[src/rtl/serial_in_receiver.sv]
// serial_in_receiver: 8N1 serial deserialiser feeding the SAP-2 input port.
// A byte is held on oData with oReady until the CPU read strobe (iAck)
// consumes it; framing and overrun errors are sticky until the next ack.
module serial_in_receiver #(
    parameter int CLKS_PER_BIT = 16,
    parameter int SYNC_STAGES  = 2
) (
    input  logic       iClk,
    input  logic       iRst_n,
    input  logic       iRx,
    input  logic       iAck,
    output logic [7:0] oData,
    output logic       oReady,
    output logic       oFrameErr,
    output logic       oOverrun,
    output logic       oBusy
);

    localparam int CW = $clog2(CLKS_PER_BIT);
    localparam logic [CW-1:0] HALF_LOAD = CW'(CLKS_PER_BIT / 2 - 1);
    localparam logic [CW-1:0] FULL_LOAD = CW'(CLKS_PER_BIT - 1);

    typedef enum logic [1:0] {
        IDLE  = 2'd0,
        START = 2'd1,
        DATA  = 2'd2,
        STOP  = 2'd3
    } state_t;

    logic [SYNC_STAGES-1:0] sync_q, sync_d;
    state_t                 state_q, state_d;
    logic [CW-1:0]          cnt_q, cnt_d;
    logic [2:0]             idx_q, idx_d;
    logic [7:0]             shift_q, shift_d;
    logic [7:0]             data_q, data_d;
    logic                   ready_q, ready_d;
    logic                   ferr_q, ferr_d;
    logic                   ovr_q, ovr_d;
    logic                   busy_q, busy_d;
    logic                   rxs;

    // Synchroniser shift: new iRx enters at bit 0, the oldest stage is rxs.
    always_comb begin
        sync_d = {sync_q[SYNC_STAGES-2:0], iRx};
    end

    assign rxs = sync_q[SYNC_STAGES-1];

    // Next-state logic: ack is applied first so a completing frame sees the cleared flags.
    always_comb begin
        state_d = state_q;
        cnt_d   = cnt_q;
        idx_d   = idx_q;
        shift_d = shift_q;
        data_d  = data_q;
        ready_d = ready_q;
        ferr_d  = ferr_q;
        ovr_d   = ovr_q;

        if (iAck) begin
            ready_d = 1'b0;
            ferr_d  = 1'b0;
            ovr_d   = 1'b0;
        end

        case (state_q)
            IDLE: begin
                if (!rxs) begin
                    state_d = START;
                    cnt_d   = HALF_LOAD;
                end
            end
            START: begin
                if (cnt_q == '0) begin
                    if (rxs) begin
                        // Glitch shorter than half a bit: not a real start bit.
                        state_d = IDLE;
                    end else begin
                        state_d = DATA;
                        idx_d   = 3'd0;
                        cnt_d   = FULL_LOAD;
                    end
                end else begin
                    cnt_d = cnt_q - 1'b1;
                end
            end
            DATA: begin
                if (cnt_q == '0) begin
                    shift_d = {rxs, shift_q[7:1]};
                    cnt_d   = FULL_LOAD;
                    if (idx_q == 3'd7) begin
                        state_d = STOP;
                    end else begin
                        idx_d = idx_q + 3'd1;
                    end
                end else begin
                    cnt_d = cnt_q - 1'b1;
                end
            end
            STOP: begin
                if (cnt_q == '0) begin
                    state_d = IDLE;
                    if (rxs) begin
                        if (!ready_d) begin
                            data_d  = shift_q;
                            ready_d = 1'b1;
                        end else begin
                            // Previous byte still unread: keep it, drop the new one.
                            ovr_d = 1'b1;
                        end
                    end else begin
                        ferr_d = 1'b1;
                    end
                end else begin
                    cnt_d = cnt_q - 1'b1;
                end
            end
            default: begin
                state_d = IDLE;
            end
        endcase
    end

    // Busy is a registered decode of the upcoming state so it tracks state_q exactly.
    always_comb begin
        busy_d = (state_d != IDLE);
    end

    // All state, synchroniser and output registers, with synchronous active-low reset.
    always_ff @(posedge iClk) begin
        if (!iRst_n) begin
            sync_q  <= '1;
            state_q <= IDLE;
            cnt_q   <= '0;
            idx_q   <= 3'd0;
            shift_q <= 8'h00;
            data_q  <= 8'h00;
            ready_q <= 1'b0;
            ferr_q  <= 1'b0;
            ovr_q   <= 1'b0;
            busy_q  <= 1'b0;
        end else begin
            sync_q  <= sync_d;
            state_q <= state_d;
            cnt_q   <= cnt_d;
            idx_q   <= idx_d;
            shift_q <= shift_d;
            data_q  <= data_d;
            ready_q <= ready_d;
            ferr_q  <= ferr_d;
            ovr_q   <= ovr_d;
            busy_q  <= busy_d;
        end
    end

    assign oData     = data_q;
    assign oReady    = ready_q;
    assign oFrameErr = ferr_q;
    assign oOverrun  = ovr_q;
    assign oBusy     = busy_q;

endmodule
[config.mk]
export PLATFORM = sky130hd
export DESIGN_NAME = serial_in_receiver
export DESIGN_NICKNAME = d
export VERILOG_FILES = /design/src/rtl/serial_in_receiver.sv
export SDC_FILE = /design/constraint.sdc
export NUM_CORES = 1
export LEC_CHECK = 0
export CORE_AREA = 10 10 69 71
export DETAILED_ROUTE_END_ITERATION = 7
export DIE_AREA = 0 0 79 81
export PLACE_DENSITY = 0.63
export SETUP_SLACK_MARGIN = 0.1
export SKIP_LAST_GASP = 1
export SLEW_MARGIN = 20
export SYNTH_ARGS = -nofsm -noshare
export SYNTH_HDL_FRONTEND = slang
export SYNTH_SLANG_ARGS = --single-unit
[constraint.sdc]
create_clock -name iClk -period 2.2 [get_ports iClk]
set_clock_uncertainty 0.1 [all_clocks]
set_input_delay 0.33 -clock iClk [delete_from_list [all_inputs] [get_ports iClk]]
set_output_delay 0.33 -clock iClk [all_outputs]
set_load 0.02 [all_outputs]
==> impl_results.md, run 1 <==
* Pwr per Cell Area at 874.6 nW/um2
* Setup TNS at 0 ns
* First-pass GRT wire length at 5.368 mm
* Sw power at 537.7 uW
* Yosys Warn Count at 0
* RR Endpoint: oBusy
* Initial antenna violation count at 0
* PostCTS Resize Cnt at 0
* Maximum clock path buffer count at 2
* Grt total ovfl at 0
* # Post-CTS Setup Buffers at 0
* GRT Overall Usage at 10.62%
* Hold Path Class: reg2reg
* Commonest non-fill, non-tap cell in the layout: dfxtp_1
* Design Power at between 1500 and 2000 uW
* Rel. slew slack at 71.16%
* Pre-antenna DRT Iters at 4
* Synth Flop Type: dfxtp_1
* Initial Util at between 40% and 50%
* DP Area at 1677 um2
* Critical path class: reg2reg
* # Max-Cap Violations at 0
* Largest family of logic cells by synthesized area: simple AND/OR/NAND/NOR gates
* Largest net degree at the start of global routing at 22
* Fill count at 366
* Via count at ~1200
* DRT iter0 DRCs at 112
* Synth Net Count at 170
* Chip Width at 79 um
* Mux contribution to synthesized area at 7.420%
* Critical path endpoint category: flop
* EDFF count, synth at 0
* DR WL/cell at roughly 14 um
* WP data required at 2.33 ns
* Status: completed
* H-tree levels at 2
* Finish-stage setup viols at 0
* Sw Share at approximately 35%
* P&R area growth vs syn at 16.78%
* Dpl hpwl at 2.209 mm
* Clock Sink Count at 31
* DRC at 0
* Seq pwr share at 43.4%
* Worst-margin pin slew at 0.4313 ns
* WP data arrival at 2.02 ns
* RSZ-0062 raised after global routing: no
* Number of diodes at 0
* Post-synthesis xor/xnor area fraction at 0%
* Design area at 1733 um2
* Pint at slightly below 1000 uW
* Count of cell types in the netlist at 40
* Fmax at 530.5 MHz
* GPL Wtd Cong at 0.8975
* Row count at 22
* Synthesized flop and latch total at 31
* CTS tree: built
* Worst Reg-to-Reg Cells at 6
* WHS at between 0.3 and 0.4 ns
* # nets final at 186
* Final-report hold violation count at 0
* Final period utilization at 85.67%
* Die outline height at ~81 um
* Num CTS Buffers at 5
* Asr flop ratio synth at 0%
* Commonest non-fill, non-tap cells in the layout: dfxtp_1, nand2_1, clkdlybuf4s50_1
* Fraction of layout cells with a size suffix above 1 at 7.471%
* Slew Viols, Final at 0
* Synth Area in Adders at 6.745%
* Clk pwr share at 22.4%
* Detail Route Antenna Nets at 0
* Core Box Area at 3523 um2
* Final Critical Period at ~1.9 ns
* Reg-to-reg slack, setup at around 0.32 ns
* Setup crit end: oBusy
* Hold_buf cts at 0
* CTS clk-pin slew, worst paths at approximately 0.09 ns
* Final WL at 3.053 mm
* Mapped cell area at about 1500 um2
* Synth Area in Compound Gates at 15.09%
* Latest clock arrival within the worst-skew pair at around 0.33 ns
* Seq/Total Area, Yosys at 41.82%
* Synth Area in Simple Gates at 25.21%
* CTS root buffer: clkbuf_4
* IO Port Bufs at 15
* Critical Path Fanout Max at 9
* Placed cells at 215
* Synth Area per Inst at 9.392 um2
* Io pins at 16
* Die ar. at 6399 um2
* Final Non-Filler Cells at approximately 220
* Worst IR Drop VDD at around 0.42 mV
* Crit path launch: state_q[0]
* Vias/cell at 5.225
* Vias in the first global route at 1151
* Leak pwr at 0.0006942 uW
* Logic pwr share at 34.2%
* Worst Setup Start Kind: flop
* Worst R2R Start: state_q[0]
* Syn Inst Count at 158
[synthesized netlist by cell type (2+ instances only)]
library cell / number / area share [%]
nand2b_1: 4 / 1.7
a21boi_1: 9 / 4.6
and2_1: 4 / 1.7
buf_2: 2 / 0.67
nand2_1: 26 / 6.6
and3_1: 2 / 0.84
nor2b_1: 13 / 5.5
ha_1: 8 / 6.7
o21ai_0: 2 / 0.67
nor3b_1: 3 / 1.5
mux2i_1: 11 / 7.4
o211ai_1: 2 / 1.0
inv_1: 6 / 1.5
clkbuf_1: 5 / 1.3
o22ai_1: 2 / 0.84
dfxtp_1: 31 / 42
nor2_1: 3 / 0.76
nand3_1: 3 / 1.0
[critical path, stage by stage (launching register included)]
cell      delay, ns
dfxtp_1        0.39
inv_1          0.10
ha_1           0.30
o41ai_1        0.35
o221ai_1       0.16
and3_1         0.21
a31o_1         0.18
[area by class of cell]
| class | instances | area [um2] | share of cell area, % |
|---|---|---|---|
| Multi-Input combinational cell | 113 | 808.3 | 46.64 |
| Sequential cell | 31 | 620.6 | 35.81 |
| Timing Repair Buffer | 17 | 165.2 | 9.531 |
| Tap cell | 48 | 60.06 | 3.466 |
| Clock buffer | 6 | 51.30 | 2.960 |
| Inverter | 6 | 22.52 | 1.300 |
| Clock inverter | 1 | 5.005 | 0.2888 |
[per-stage QoR]
step           utilization (%)  setup slack [ns]
6_report                 49.18            0.3152
5_1_grt                  49.18            0.1150
4_1_cts                  49.18            0.3137
3_5_place_dp             47.59            0.3290
3_3_place_gp             47.59            0.3807
2_1_floorplan                -            0.4028
[power by group through the flow]
stage	clock (uW)	combinational, uW	sequential (uW)
after detailed placement	0	515	668
after global routing	378	573	665
after global placement	0	498	666
after floorplan	0	396	667
after CTS	355	517	655
final	340	518	657
[worst min-delay path by stage]
stage	startpoint	to	slack, ns	depth (start not counted)
finish	sync_q[0]	sync_q[1]	0.32	1
floorplan	sync_q[0]	sync_q[1]	0.29	1
CTS	sync_q[0]	sync_q[1]	0.32	1
global route	sync_q[0]	sync_q[1]	0.34	1
global placement	sync_q[0]	sync_q[1]	0.30	1
detailed placement	sync_q[0]	sync_q[1]	0.30	1
[flip-flops by register name, indices dropped and copies added (netlist names)]
signal and count:
cnt_q 4, oBusy 1, oData 8, idx_q 3
shift_q 8, oFrameErr 1, sync_q 2, state_q 2
oOverrun 1, oReady 1
[routing by layer]
metal | vias to the layer above | part of all wire (%) | track usage [%]
met5 | - | 0 | 0
met4 | 0 | 2.5 | 6.631
met3 | 9 | 5.6 | 4.746
met2 | 23 | 47 | 16.97
met1 | 549 | 44 | 11.37
li1 | 579 | - | -
[kinds of logic (layout without fill, tap and decap cells)]
| family | count (synthesis) | in the layout |
|---|---|---|
| mux | 11 | 11 |
| simple gates | 65 | 65 |
| fa+ha+maj | 8 | 8 |
| flops | 31 | 31 |
| compound gates | 29 | 29 |
| buf+inv | 14 | 30 |
Note: power is estimated with default switching activity, not from simulation.
==> run 2: changes to the inputs <==
clock period = 1.75 ns   (was 2.2 ns; I/O delays follow)
==> run 2 against run 1 <==
Compared with the run above: global-route usage grew 0.091 points; sequential share of layout area down 3.3 points; die area did not move; critical path type unchanged; utilization up 5.7 points; flip-flop and latch count is the same; register-to-register slack got worse by 0.23 ns; power grew 55%; clock-buffer cell count stayed put; setup slack got worse by 0.23 ns; non-clock buffer count increased by 14; cell area up 12%; sequential power up 26%.
==> impl_results.md, run 2 (synthesis gave the netlist of run 1 again) <==
* Latest clock arrival within the worst-skew pair at 0.33 ns
* DRC at 0
* # nets final at 200
* Largest net degree at the start of global routing at 22
* Final Critical Period at around 1.7 ns
* Via count at 1225
* Grt total ovfl at 0
* Number of diodes at 0
* Worst R2R Start: cnt_q[0]
* Final period utilization at 95.25%
* Sw Share at approximately a third
* Reg-to-reg slack, setup at 0.08 ns
* Pint at 1575 uW
* Worst-margin pin slew at 0.2938 ns
* WP data arrival at 1.80 ns
* Num CTS Buffers at 5
* Worst Reg-to-Reg Cells at 5
* Clock Sink Count at 31
* Finish-stage setup viols at 0
* RR Endpoint: cnt_q[2]
* Hold_buf cts at 0
* Sw power at approximately 770 uW
* # Max-Cap Violations at 0
* WP data required at 1.88 ns
* Fill count at 340
* Fmax at between 500 and 600 MHz
* Commonest non-fill, non-tap cells in the layout: dfxtp_1, nand2_1, buf_4
* DP Area at between 1500 and 2000 um2
* GRT Overall Usage at 10.72%
* Commonest non-fill, non-tap cell in the layout: dfxtp_1
* Io pins at 16
* Fraction of layout cells with a size suffix above 1 at 23.28%
* Initial antenna violation count at 0
* Vias/cell at between 5 and 6
* Dpl hpwl at 2.199 mm
* Rel. slew slack at 80.39%
* Max stage delay on crit path at approximately 0.42 ns
* Final-report hold violation count at 0
* Status: completed
* Worst-path cell chain: inv_2 > ha_4 > or3b_4 > o211a_4 > a32o_1
* Buf/Inv on CP at 1
* Slowest CP cell: or3b_4
* First-pass GRT wire length at 5.582 mm
* Initial Util at approximately 42%
* DRT iter0 DRCs at between 50 and 60
* Pwr per Cell Area at approximately 1200 nW/um2
* Seq pwr share at 35.3%
* Leak pwr at 0.0008559 uW
* DR WL/cell at between 10 and 15 um
* Clk pwr share at 24.8%
* Final WL at 3.197 mm
* Core Box Area at between 3000 and 4000 um2
* IO Port Bufs at 15
* Pre-antenna DRT Iters at 4
* Critical path endpoint category: flop
* Design area at ~1900 um2
* H-tree levels at 2
* Hold path cells at 1
* Design Power at approximately 2300 uW
* Logic pwr share at 39.9%
* Slew Viols, Final at 0
* Setup TNS at 0 ns
* Delay-heaviest family, CP: compound AO/OA/AOI/OAI gates
* Critical path class: reg2reg
* Critical Path Fanout Max at 6
* Worst IR Drop VDD at 0.9004 mV
* CTS root buffer: clkbuf_4
* Hold Path Class: reg2reg
* Worst Setup Start Kind: flop
* Die outline height at 81 um
* Maximum clock path buffer count at 2
* P&R area growth vs syn at 30.35%
* CTS clk-pin slew, worst paths at approximately 0.10 ns
* CTS tree: built
* Die ar. at 6399 um2
* Chip Width at 79 um
* Hold Crit Endpoint: sync_q[1]
* Detail Route Antenna Nets at 0
* Min-delay src: sync_q[0]
* GPL Wtd Cong at 0.7890
* RSZ-0062 raised after global routing: yes
* Row count at 22
* Vias in the first global route at around 1200
==> run 2: worst register-to-register path, cell delays in order (launching register included) <==
cell     delay [ns]
dfxtp_2        0.34
inv_2          0.07
ha_4           0.15
or3b_4         0.42
o211a_4        0.28
a32o_1         0.22
==> run 2: final cells by class <==
cell class / count / area [um2] / area share (%)
Clock buffer: 6 / 51.30 / 2.652
Inverter: 6 / 22.52 / 1.164
Timing Repair Buffer: 31 / 262.8 / 13.58
Sequential cell: 31 / 629.4 / 32.54
Clock inverter: 2 / 35.03 / 1.811
Tap cell: 48 / 60.06 / 3.105
Multi-Input combinational cell: 113 / 873.3 / 45.15
==> run 2: power groups by stage <==
| stage | clock (uW) | combinational, uW | sequential (uW) |
|---|---|---|---|
| floorplan | 0 | 543 | 840 |
| global route | 634 | 1020 | 837 |
| detailed placement | 0 | 745 | 838 |
| CTS | 603 | 819 | 823 |
| global placement | 0 | 729 | 834 |
| finish | 581 | 936 | 828 |
==> run 2: metrics by stage <==
stage | worst slack [ns] | std cells | hold slack (ns) | util (%)
after floorplan | 0.08978 | 158 | 0.2355 | -
after CTS | 0.07329 | 233 | 0.3346 | 52.66
final | 0.08316 | 237 | 0.3253 | 54.90
after detailed placement | -0.01668 | 221 | 0.2999 | 49.47
after global routing | -0.03462 | 237 | 0.3388 | 54.90
after global placement | 0.04678 | 221 | 0.2984 | 49.47
==> run 2: repair_timing <==
action / CTS / global route
endpoints found under the setup margin: 31 / 25
gates cloned: 0 / 0
setup buffers: 4 / 4
resized for setup: 18 / 12
pin swaps: 4 / 6
==> run 2: worst max path at each step <==
stage / to / slack [ns] / startpoint / cells after the start
6_report: cnt_q[2] / 0.08 / cnt_q[0] / 5
5_1_grt: oBusy / -0.03 / state_q[0] / 6
4_1_cts: oBusy / 0.07 / state_q[1] / 6
3_5_place_dp: oBusy / -0.02 / state_q[1] / 6
3_3_place_gp: oBusy / 0.05 / state_q[1] / 6
2_1_floorplan: oBusy / 0.09 / state_q[0] / 6
==> run 2: routing by layer <==
layer  up-vias  global-route usage (%)  routed length, um
li1        605                       -                  -
met1       592                   11.69               1364
met2        21                   18.27               1598
met3         7                   4.525                177
met4         0                   3.943                 57
met5         -                       0                  0
==> run 3: changes to the inputs <==
CORE_AREA = 10 10 63 65   (was 10 10 69 71)
DIE_AREA = 0 0 73 75   (was 0 0 79 81)
PLACE_DENSITY = 0.76   (was 0.63)
==> run 3 against run 2 <==
Compared with the run above: die area decreased by 14%; largest cell class unchanged; critical path depth unchanged; routed wire length increased by 0.47%; non-clock buffer count increased by 5; sequential power increased by 0.8%; critical path type unchanged; clock power increased by 2%; first-iteration DRC count increased by 86%; sequential share of layout area decreased by 1.2 points; global-route usage increased by 1.7 points; worst hold slack got worse by 0.0013 ns; utilization increased by 19 points; register-to-register slack about the same.
==> impl_results.md, run 3 (synthesis gave the netlist of run 1 again) <==
* Status: completed
* Crit path launch: cnt_q[0]
* Final-report hold violation count at 0
* DRC at 0
* Worst Setup Start Kind: flop
* First-pass GRT wire length at roughly 5.4 mm
* Design area at roughly 2000 um2
* WL met1 at approximately 1.4 mm
* Vias/cell at 5.449
* Hold Path Class: reg2reg
* # Max-Cap Violations at 0
* Final period utilization at 94.81%
* Vias in the first global route at 1176
* IO Port Bufs at 15
* DRT iter0 DRCs at 95
* Final WL at roughly 3.2 mm
* DP Area at ~1700 um2
* Maximum clock path buffer count at 2
* Setup TNS at 0 ns
* Leak pwr at just under 0.0009 uW
* Row count at 19
* Pwr per Cell Area at 1260 nW/um2
* Die ar. at ~5500 um2
* Number of diodes at 0
* Critical Path Fanout Max at 6
* Critical path endpoint category: flop
* WHS at between 0.3 and 0.4 ns
* Core Box Area at roughly 2700 um2
* Wire length on met2 at 1.602 mm
* Chip Width at ~73 um
* CTS tree: built
* Fill count at 204
* Clock Sink Count at 31
* Rel. slew slack at around 73%
* DR WL met3 at 189 um
* Largest net degree at the start of global routing at 20
* WP data arrival at ~1.8 ns
* Worst R2R Start: cnt_q[0]
* WP data required at 1.89 ns
* DR WL/cell at 14.28 um
* Hold path cells at 1
* Min-delay src: sync_q[0]
* CTS clk-pin slew, worst paths at around 0.11 ns
* P&R area growth vs syn at 35.58%
* Via count at approximately 1200
* Num CTS Buffers at 5
* RSZ-0062 raised after global routing: yes
* GRT Overall Usage at about an eighth
* Worst-margin pin slew at 0.4108 ns
* GPL Wtd Cong at 0.8476
* # nets final at roughly 210
* Pre-antenna DRT Iters at 4
* Die outline height at 75 um
* Initial Util at 54.76%
* Commonest non-fill, non-tap cell in the layout: dfxtp_1
* Io pins at 16
* Worst Reg-to-Reg Cells at 5
* Worst IR Drop VDD at roughly 0.89 mV
* Commonest non-fill, non-tap cells in the layout: dfxtp_1, nand2_1, buf_4
* Dpl hpwl at 2.204 mm
* Utilization after layout at 74.24%
* Fraction of layout cells with a size suffix above 1 at 27.84%
* Critical path class: reg2reg
* H-tree levels at 2
* Initial antenna violation count at 0
* Max layer used: met4
* Detail Route Antenna Nets at 0
* CTS root buffer: clkbuf_4
* Final Critical Period at 1.659 ns
* Finish-stage setup viols at 0
* Latest clock arrival within the worst-skew pair at 0.34 ns
* Grt total ovfl at 0
* Slew Viols, Final at 0
* Fmax at roughly 600 MHz
* Design Power at around 2500 uW
-- run 3: cell count changes in the layout (fill, tap and decap cells not counted), sizes merged --
cell | before | now
buf | 16 | 21
-- run 3: path summary, 6_finish.rpt --
path                     to  slack [ns]
setup / recovery   cnt_q[2]        0.09
hold / removal    sync_q[1]        0.32
setup reg to reg   cnt_q[2]        0.09
hold reg to reg   sync_q[1]        0.32
-- run 3: area by class of cell --
cell class                      count  area, um2  share of cell area (%)
Multi-Input combinational cell    113      927.1                   46.08
Tap cell                           31      38.79                   1.928
Clock inverter                      2      35.03                   1.741
Clock buffer                        6      51.30                   2.550
Sequential cell                    31      630.6                   31.34
Inverter                            6      25.02                   1.244
Timing Repair Buffer               36      304.0                   15.11
-- run 3: where the power goes --
part	switching [uW]	total (uW)	internal (uW)
Sequential	63.9	835	771
Clock	253	590	337
Combinational	519	1110	591
-- run 3: worst max-delay path: stages, from the launching register on --
cell	delay (ns)
dfxtp_2	0.34
inv_2	0.07
ha_4	0.14
or3b_4	0.42
o211a_4	0.30
a32o_1	0.20
-- run 3: through the flow --
| step | setup WS, ns | cells |
|---|---|---|
| floorplan | 0.08978 | 158 |
| global placement | 0.04255 | 206 |
| detailed placement | 0.01631 | 206 |
| finish | 0.09077 | 225 |
| global route | 0.04905 | 225 |
| CTS | 0.07056 | 223 |
-- run 3: repair_timing --
action	4_1_cts	5_1_grt
resized for setup	25	16
pin swaps	6	7
endpoints found under the setup margin	27	23
hold buffers	0	0
buffers inserted	9	2
-- run 3: metal layers --
| layer | GRT usage (%) | vias to the layer above |
|---|---|---|
| met1 | 14.03 | 575 |
| met5 | 0 | - |
| met4 | 5.907 | 0 |
| li1 | - | 619 |
| met2 | 20.25 | 28 |
| met3 | 4.468 | 4 |
